<file path="config.mk">
export PLATFORM = sky130hd
export DESIGN_NAME = phase_sequencer
export DESIGN_NICKNAME = d
export VERILOG_FILES = /design/src/rtl/phase_sequencer.sv
export SDC_FILE = /design/constraint.sdc
export NUM_CORES = 1
export LEC_CHECK = 0
export CORE_ASPECT_RATIO = 2
export CORE_MARGIN = 5
export CORE_UTILIZATION = 43
export CTS_CLUSTER_DIAMETER = 60
export DETAILED_ROUTE_END_ITERATION = 6
export RECOVER_POWER = 100
export SLEW_MARGIN = 15
export SYNTH_ARGS = -nofsm -noshare
export SYNTH_HDL_FRONTEND = slang
export SYNTH_SLANG_ARGS = --single-unit
</file>
<file path="constraint.sdc">
create_clock -name clk -period 2.85 [get_ports clk]
set_clock_uncertainty 0.15 [all_clocks]
set_input_delay 0.4275 -clock clk [delete_from_list [all_inputs] [get_ports clk]]
set_output_delay 0.4275 -clock clk [all_outputs]
set_load 0.01 [all_outputs]
</file>
<file path="src/rtl/phase_sequencer.sv">
// -----------------------------------------------------------------------------
// phase_sequencer
//
// Parametrised N-phase one-hot sequencer driven by a single-clock prescaler.
// A prescaler tick fires once every 2^PRESCALE_BITS enabled cycles; each phase
// stays active for DWELL_TICKS ticks before the sequence advances forward or in
// reverse. A single-step input advances one phase while the run enable is low.
//
// Parameters:
//   PRESCALE_BITS  prescaler width (0 = a tick on every enabled cycle)
//   NUM_PHASES     number of phases (>= 2)
//   DWELL_TICKS    ticks each phase stays active (>= 1)
//   IDX_W          phase index width, derived from NUM_PHASES
//
// Ports:
//   clk        clock (tile io_in[0])
//   rst        asynchronous reset, active-high
//   en         run enable; low freezes the prescaler and dwell counters
//   dir        0 = forward (idx+1), 1 = reverse (idx-1)
//   step       single-cycle advance request, honoured only while en = 0
//   phase_out  one-hot active phase
//   phase_idx  current phase index
//   tick       registered prescaler tick, one cycle wide
//   wrap       one-cycle pulse when the sequence wraps
//
// Optional feature (macro PHASE_SEQ_BLANK_EN):
//   Every advance inserts a blanking interval of one tick period during which
//   phase_out is all zeros while phase_idx already shows the new phase.
// -----------------------------------------------------------------------------
module phase_sequencer #(
  parameter int PRESCALE_BITS = 16,
  parameter int NUM_PHASES    = 3,
  parameter int DWELL_TICKS   = 1,
  parameter int IDX_W         = $clog2(NUM_PHASES)
) (
  input  logic                  clk,
  input  logic                  rst,
  input  logic                  en,
  input  logic                  dir,
  input  logic                  step,
  output logic [NUM_PHASES-1:0] phase_out,
  output logic [IDX_W-1:0]      phase_idx,
  output logic                  tick,
  output logic                  wrap
);

  // A zero-width prescaler is modelled as a 1-bit register that never counts.
  localparam int PRE_W   = (PRESCALE_BITS > 0) ? PRESCALE_BITS : 1;
  localparam int DWELL_W = (DWELL_TICKS > 1) ? $clog2(DWELL_TICKS) : 1;

  localparam logic [IDX_W-1:0]      LAST_IDX   = IDX_W'(NUM_PHASES - 1);
  localparam logic [DWELL_W-1:0]    DWELL_LAST = DWELL_W'(DWELL_TICKS - 1);
  localparam logic [NUM_PHASES-1:0] PHASE0     = NUM_PHASES'(1);

  logic [PRE_W-1:0]   prescaler;
  logic [PRE_W-1:0]   prescaler_next;
  logic [DWELL_W-1:0] dwell;
  logic               pre_full;
  logic               tick_now;
  logic               step_now;
  logic               dwell_done;
  logic [IDX_W-1:0]   next_idx;
  logic               wraps;

`ifdef PHASE_SEQ_BLANK_EN
  logic               blank;
`endif

  function automatic logic [NUM_PHASES-1:0] onehot(input logic [IDX_W-1:0] i);
    return PHASE0 << i;
  endfunction

  // Tick/step qualification and the neighbouring phase for the current dir.
  // The index only ever moves by one with explicit wrap to 0 or LAST_IDX, so
  // codes above NUM_PHASES-1 can never be reached.
  always_comb begin
    pre_full       = (PRESCALE_BITS == 0) ? 1'b1 : (prescaler == '1);
    prescaler_next = (PRESCALE_BITS == 0) ? '0 : prescaler + 1'b1;
    tick_now       = en & pre_full;
    step_now       = ~en & step;
    dwell_done     = (dwell == DWELL_LAST);
    next_idx       = phase_idx;
    wraps          = 1'b0;
    if (dir) begin
      next_idx = (phase_idx == '0) ? LAST_IDX : phase_idx - 1'b1;
      wraps    = (phase_idx == '0);
    end else begin
      next_idx = (phase_idx == LAST_IDX) ? '0 : phase_idx + 1'b1;
      wraps    = (phase_idx == LAST_IDX);
    end
  end

  // All state lives here. tick and the advance share the same edge so the new
  // phase appears in the cycle that tick is high. A step only exists while en
  // is low, so it can never collide with a tick.
  always_ff @(posedge clk or posedge rst) begin
    if (rst) begin
      prescaler <= '0;
      dwell     <= '0;
      phase_idx <= '0;
      phase_out <= PHASE0;
      tick      <= 1'b0;
      wrap      <= 1'b0;
`ifdef PHASE_SEQ_BLANK_EN
      blank     <= 1'b0;
`endif
    end else begin
      tick <= tick_now;
      wrap <= 1'b0;
      if (en) begin
        prescaler <= prescaler_next;
      end
`ifdef PHASE_SEQ_BLANK_EN
      // The blank tick does not count towards the dwell, so a phase lasts
      // DWELL_TICKS + 1 ticks in total.
      if (tick_now) begin
        if (blank) begin
          blank     <= 1'b0;
          phase_out <= onehot(phase_idx);
        end else if (dwell_done) begin
          dwell     <= '0;
          phase_idx <= next_idx;
          phase_out <= '0;
          blank     <= 1'b1;
          wrap      <= wraps;
        end else begin
          dwell <= dwell + 1'b1;
        end
      end else if (step_now) begin
        // A step while blanked only ends the blank.
        if (blank) begin
          blank     <= 1'b0;
          phase_out <= onehot(phase_idx);
        end else begin
          prescaler <= '0;
          dwell     <= '0;
          phase_idx <= next_idx;
          phase_out <= '0;
          blank     <= 1'b1;
          wrap      <= wraps;
        end
      end
`else
      if (tick_now) begin
        if (dwell_done) begin
          dwell     <= '0;
          phase_idx <= next_idx;
          phase_out <= onehot(next_idx);
          wrap      <= wraps;
        end else begin
          dwell <= dwell + 1'b1;
        end
      end else if (step_now) begin
        prescaler <= '0;
        dwell     <= '0;
        phase_idx <= next_idx;
        phase_out <= onehot(next_idx);
        wrap      <= wraps;
      end
`endif
    end
  end

endmodule

</file>
==> results of run 1 <==
-- placed cells by master, fill, tap and decap left out --
master and count:
dfrtp_1 22, nor2_1 13, inv_1 9, dlygate4sd3_1 9
nand4_1 6, xnor2_1 6, ha_1 6, nand3_1 5
mux2_4 4, nand2_1 4, nor3_1 4, o21ai_0 4
nor2b_1 3, xor2_1 3, a21oi_1 3, a22o_1 3
clkbuf_8 3, mux2i_1 2, mux2_1 2, nor4_1 2
and4_1 2, or3_1 2, clkdlybuf4s50_1 2, mux2_2 1
nand4_4 1, nor4_4 1, a311o_1 1, or2_2 1
a211o_1 1, clkinv_2 1, dfstp_2 1, buf_4 1
-- power by group through the flow --
stage | combinational, mW | clock (mW) | sequential, mW
4_1_cts | 0.302 | 0.216 | 0.422
2_1_floorplan | 0.168 | 0 | 0.437
6_report | 0.274 | 0.210 | 0.417
3_5_place_dp | 0.300 | 0 | 0.429
3_3_place_gp | 0.290 | 0 | 0.428
5_1_grt | 0.312 | 0.226 | 0.425
-- path summary, 6_finish.rpt --
kind                              start             to  slack, ps  depth (start not counted)
hold / removal             phase_out[1]   phase_out[1]        340                          1
max in group asynchronous           rst   phase_out[2]       1380                          2
hold reg to reg            phase_out[1]   phase_out[1]        340                          1
min in group asynchronous           rst  prescaler[11]        620                          2
setup / recovery                     en   phase_out[1]        470                          5
setup reg to reg           prescaler[0]   phase_out[1]        670                          5
-- routing by layer --
metal / wire (µm) / part of all wire (%)
met5: 0 / 0
met2: 1364 / 57
met1: 850 / 36
met4: 71 / 3.0
met3: 91 / 3.8
-- registers in the layout (all words and copies together), names as in the netlist --
signal,flops
phase_idx,2
phase_out,3
prescaler,16
tick,1
wrap,1
-- per-stage QoR --
step	util [%]	std cells
after CTS	51.85	157
after global placement	50.18	153
after detailed placement	50.18	153
final	51.08	157
after floorplan	-	114
after global routing	51.08	157
-- Yosys cell counts, drive strengths merged, types with 4 or more instances --
library cell  count
nor3              4
dfrtp            22
nor2             13
nand4             7
nand2             4
mux2              7
ha                6
o21ai             4
inv               9
xnor2             6
nand3             5
-- kinds of logic (layout without fill, tap and decap cells) --
group | after synthesis | after routing
compound gates | 12 | 12
xor+xnor | 9 | 9
fa+ha+maj | 6 | 6
buf+inv | 11 | 25
flops | 23 | 23
mux | 9 | 9
simple gates | 44 | 44
-- worst reg2reg max path, delay by kind of cell (launching register included) --
kind / cells / cell delay, ps
adder cells (fa/ha/maj): 1 / 270
flip-flops: 1 / 420
multiplexers: 1 / 380
AND/OR/NAND/NOR: 3 / 850
-- final cells by class --
class | instances | area, µm² | share of cell area [%]
timing repair buffer | 12 | 117.6 | 8.311
inverter | 9 | 33.78 | 2.387
tap | 29 | 36.28 | 2.564
multi-input combinational | 80 | 604.3 | 42.71
sequential | 23 | 576.8 | 40.76
clock inverter | 1 | 5.005 | 0.3537
clock buffer | 3 | 41.29 | 2.918
==> reports/metrics.cfg, run 1 <==
[pwr]
powerDensity_nw_per_um2 = 637.2
switchingPower_mw = 0.2772
internal-power_mw = 0.6245
clockPowerShare_pct = 23.3
switching_share_pct = 30.75
p_comb_share_pct = 30.4
peakVddDrop_v = 0.0003786
power_leakage_nw = 0.6498
p_seq_share_pct = 46.3
power_mw = 0.9017

[clock_tree]
postCtsSetupRepairBufs = 0
cts_buffers = 3
cts_resized = 0
postCtsHoldBufs = 0
cts.htree.levels = 1
clockBufferDepth = 2
clock_latency_ps = 280
cts_tree = yes
clock-root-buffer = clkbuf_8
numClockSinks = 23
clkTransAtPathRegs_ps = 80

[critical_path]
slowest_stage = dlygate4sd3_1
cp-start-kind = input port
cpPeakStageDelay_ps = 700
cp.arrival_ps = 2400
crit_chain = dlygate4sd3_1 > nand4_1 > nor4_4 > nor2_1 > mux2_1
crit_family = simple AND/OR/NAND/NOR gates
critical_path_class = input port to register
crit_required_ps = 2870
worst-path-buf-inv = 1
cp_max_fo = 10
cp-end-kind = register

[placed_design]
gp_congestion = 0.7743
hpwl_mm = 1.860
post-place-ws_ps = 466.9
dpl_cell_area_um2 = 1390
portBuffers = 11

[timing]
holdWs_ps = 343.6
rsz0062_at_grt = false
finalCriticalPeriod_ps = 2381
finalCritPeriodShare_pct = 83.54
slew_viol_final = 0
timing.final.ws_setup_ps = 469.0
worstMarginPinSlew_ps = 885.5
setup_viol = 0
relSlewSlack_pct = 40.90
fmax_mhz = 420.0
hold_viol = 0
tns_ps = 0

[synth]
syn_nets = 125
synthesis.yosys.warnings = 0
synth_mux_area_share_pct = 9.447
synth_adder_area_share_pct = 6.030
yosysTopAreaCellShare_pct = 44.22
synth_top_family_by_area = simple AND/OR/NAND/NOR gates
ys_seq_area_share_pct = 46.33
synth_area_leader_cell = dfrtp_1
ys_seq_elements = 23
syn-instance-count = 114
synthXorXnorAreaFrac_pct = 6.332
synth_area_um2 = 1245
avgSynthCellArea_um2 = 10.92
async_flop_share_pct = 100.0
synth-simple-area-share_pct = 22.01
synth-compound-area-share_pct = 6.432
synth-edff-count = 0
ys_top_cells_by_area = dfrtp_1 (44%), ha_1 (6.0%), mux2_4 (6.0%)
ys_types = 29
synth_flop_cell = dfrtp_1

[drt]
final_antenna_net_count = 0
wl_per_cell_um = 15.15
first_pass_iters = 3
viasPerCell = 5.471
drt-total-wl_mm = 2.378
drc_errors = 0
drt_iter0_markers = 22
vias = 859

[floorplanning]
dieArea_um2 = 4136
start_util_pct = 44.94
die_y_um = 86.10
ios = 12
core-area_um2 = 2770
die_w_um = 48.05
rows = 27

[run_status]
status = completed

[final_layout]
diodes = 0
n_fill_cell = 256
syn2layout_area_growth_pct = 13.67
design_area_um2 = 1415
drive_gt1_share_pct = 10.94
final_nets = 140

[global_route]
grt_pass1_wl_mm = 3.857
grt_max_degree = 24
first_global_vias = 881
met1_usage_pct = 11.73
grtUsageTotal_pct = 13.44
grt_overflow = 0
met2_usage_pct = 25.33
antenna_found_initial = 0
use_met3_pct = 1.891
grt-busiest-layer = met2

[job]
cap_violations = 0

[hold_path]
hold_class = register to register

Note: power is estimated with default switching activity, not from simulation.
==> inputs of run 2 (changes only) <==
PLACE_DENSITY = 0.65   (was default)
clock period = 2.1 ns   (was 2.85 ns; I/O delays follow)
==> reports/metrics.cfg, run 2 (same netlist as run 1, synthesis figures left out) <==
[floorplanning]
rows = 27  ; unchanged
die_w_um = 48.05  ; unchanged
die_y_um = 86.10  ; unchanged
start_util_pct = 44.94  ; unchanged
ios = 12  ; unchanged
dieArea_um2 = 4136  ; unchanged
core-area_um2 = 2770  ; unchanged

[global_route]
antenna_found_initial = 0  ; unchanged
grt_max_degree = 24  ; unchanged
first_global_vias = 959  ; was 881
grt_pass1_wl_mm = 4.222  ; was 3.857 mm
grt_overflow = 0  ; unchanged
grtUsageTotal_pct = 14.53  ; was 13.44%

[clock_tree]
cts_buffers = 3  ; unchanged
postCtsHoldBufs = 0  ; unchanged
clockBufferDepth = 2  ; unchanged
clock_latency_ps = 260  ; was 280 ps
postCtsSetupRepairBufs = 0  ; unchanged
clkTransAtPathRegs_ps = 80  ; about the same
numClockSinks = 23  ; unchanged
cts_tree = yes  ; unchanged
cts_resized = 0  ; unchanged
clock-root-buffer = clkbuf_8  ; unchanged
cts.htree.levels = 1  ; unchanged

[critical_path]
critical_path_class = register to register  ; was input port to register
cp-end-kind = register  ; unchanged
cp_max_fo = 6  ; was 10
cp-start-kind = register  ; was input port
cp.arrival_ps = 1930  ; was 2400 ps
crit_required_ps = 2100  ; was 2870 ps

[drt]
drc_errors = 0  ; unchanged
wl_met1_um = 889  ; was 850 µm
route.met3.wl_um = 87  ; was 91 µm
dr_wl_met2_mm = 1.504  ; was 1.364 mm
viasPerCell = 5.622  ; was 5.471
first_pass_iters = 6  ; was 3
drt-total-wl_mm = 2.538  ; was 2.378 mm
wl_per_cell_um = 15.48  ; was 15.15 µm
final_antenna_net_count = 0  ; unchanged
vias = 922  ; was 859
drt_iter0_markers = 13  ; was 22
dr.max_layer_used = met4  ; unchanged

[placed_design]
gp_congestion = 0.7514  ; was 0.7743
place_inst = 160  ; was 153
hpwl_mm = 1.986  ; was 1.860 mm
portBuffers = 11  ; unchanged

[timing]
fmax_mhz = 517.9
relSlewSlack_pct = 17.17  ; was 40.90%
finalCriticalPeriod_ps = 1931
slew_viol_final = 0  ; unchanged
finalCritPeriodShare_pct = 91.94
tns_ps = 0  ; unchanged
setup_viol = 0  ; unchanged
holdWs_ps = 357.8  ; was 343.6 ps
hold_viol = 0  ; unchanged
rsz0062_at_grt = false  ; unchanged
worstMarginPinSlew_ps = 1242  ; was 885.5 ps

[final_layout]
largest_register_ff_count = 16  ; unchanged
syn2layout_area_growth_pct = 16.58  ; was 13.67%
top_regs = prescaler: 16 flops, phase_out: 3 flops, phase_idx: 2 flops  ; unchanged
diodes = 0  ; unchanged
mostFrequentLayoutCells = dfrtp_1 (22), nor2_1 (12), inv_1 (9), dlygate4sd3_1 (9)  ; was dfrtp_1 (22), nor2_1 (13), inv_1 (9), dlygate4sd3_1 (9)
top_register = prescaler  ; unchanged
final_nets = 147  ; was 140
final_cells = 164  ; was 157
layout_commonest_cell = dfrtp_1  ; unchanged
drive_gt1_share_pct = 11.11  ; was 10.94%

[run_status]
status = completed  ; unchanged

[job]
cap_violations = 0  ; unchanged

[pwr]
peakVddDrop_v = 0.0004158  ; was 0.0003786 V
powerDensity_nw_per_um2 = 823.1  ; was 637.2 nW/µm²
power_leakage_nw = 0.6575  ; was 0.6498 nW

[hold_path]
hold_class = register to register  ; unchanged

==> run 2: worst max-delay path, cell delays in order, from the launching register on <==
cell and delay [ps]:
dfrtp_1 400, ha_1 310, nand4_4 130, nor4_4 290
nor2_2 40, buf_4 160, mux2_1 330
==> run 2: report_power, final <==
group	total, mW	internal [mW]	switching, mW
Combinational	0.347	0.173	0.174
Clock	0.277	0.136	0.142
Sequential	0.570	0.511	0.0595
Total	1.19	0.819	0.376
==> run 2: area by class of cell <==
cell class                      count  area (µm²)
Clock buffer                        4       45.04
Fill cell                         272        1319
Inverter                            9       33.78
Multi-Input combinational cell     80       606.8
Sequential cell                    23       576.8
Tap cell                           29       36.28
Timing Repair Buffer               19       152.6
==> run 2: per-layer routing <==
layer	GRT usage (%)	up-vias
li1	-	444
met1	13.93	457
met2	26.90	16
met3	2.521	5
met4	6.863	0
met5	0	-
==> run 2: worst paths after layout <==
path | end | slack [ps] | depth (start not counted) | start
max | phase_idx[0] | 170 | 6 | prescaler[0]
min | phase_out[1] | 360 | 1 | phase_out[1]
max reg2reg | phase_idx[0] | 170 | 6 | prescaler[0]
min reg2reg | phase_out[1] | 360 | 1 | phase_out[1]
max in group asynchronous | phase_out[2] | 330 | 3 | rst
min in group asynchronous | wrap | 740 | 3 | rst
==> run 2: through the flow <==
stage	total power [mW]	cell area [µm²]	worst slack (ps)	utilization, %
3_5_place_dp	1.011	1443	-32.58	52.08
2_1_floorplan	0.8206	1245	353.9	-
6_report	1.195	1451	169.2	52.39
4_1_cts	1.293	1488	167.2	53.70
3_3_place_gp	0.9786	1443	26.43	52.08
5_1_grt	1.278	1451	52.95	52.39
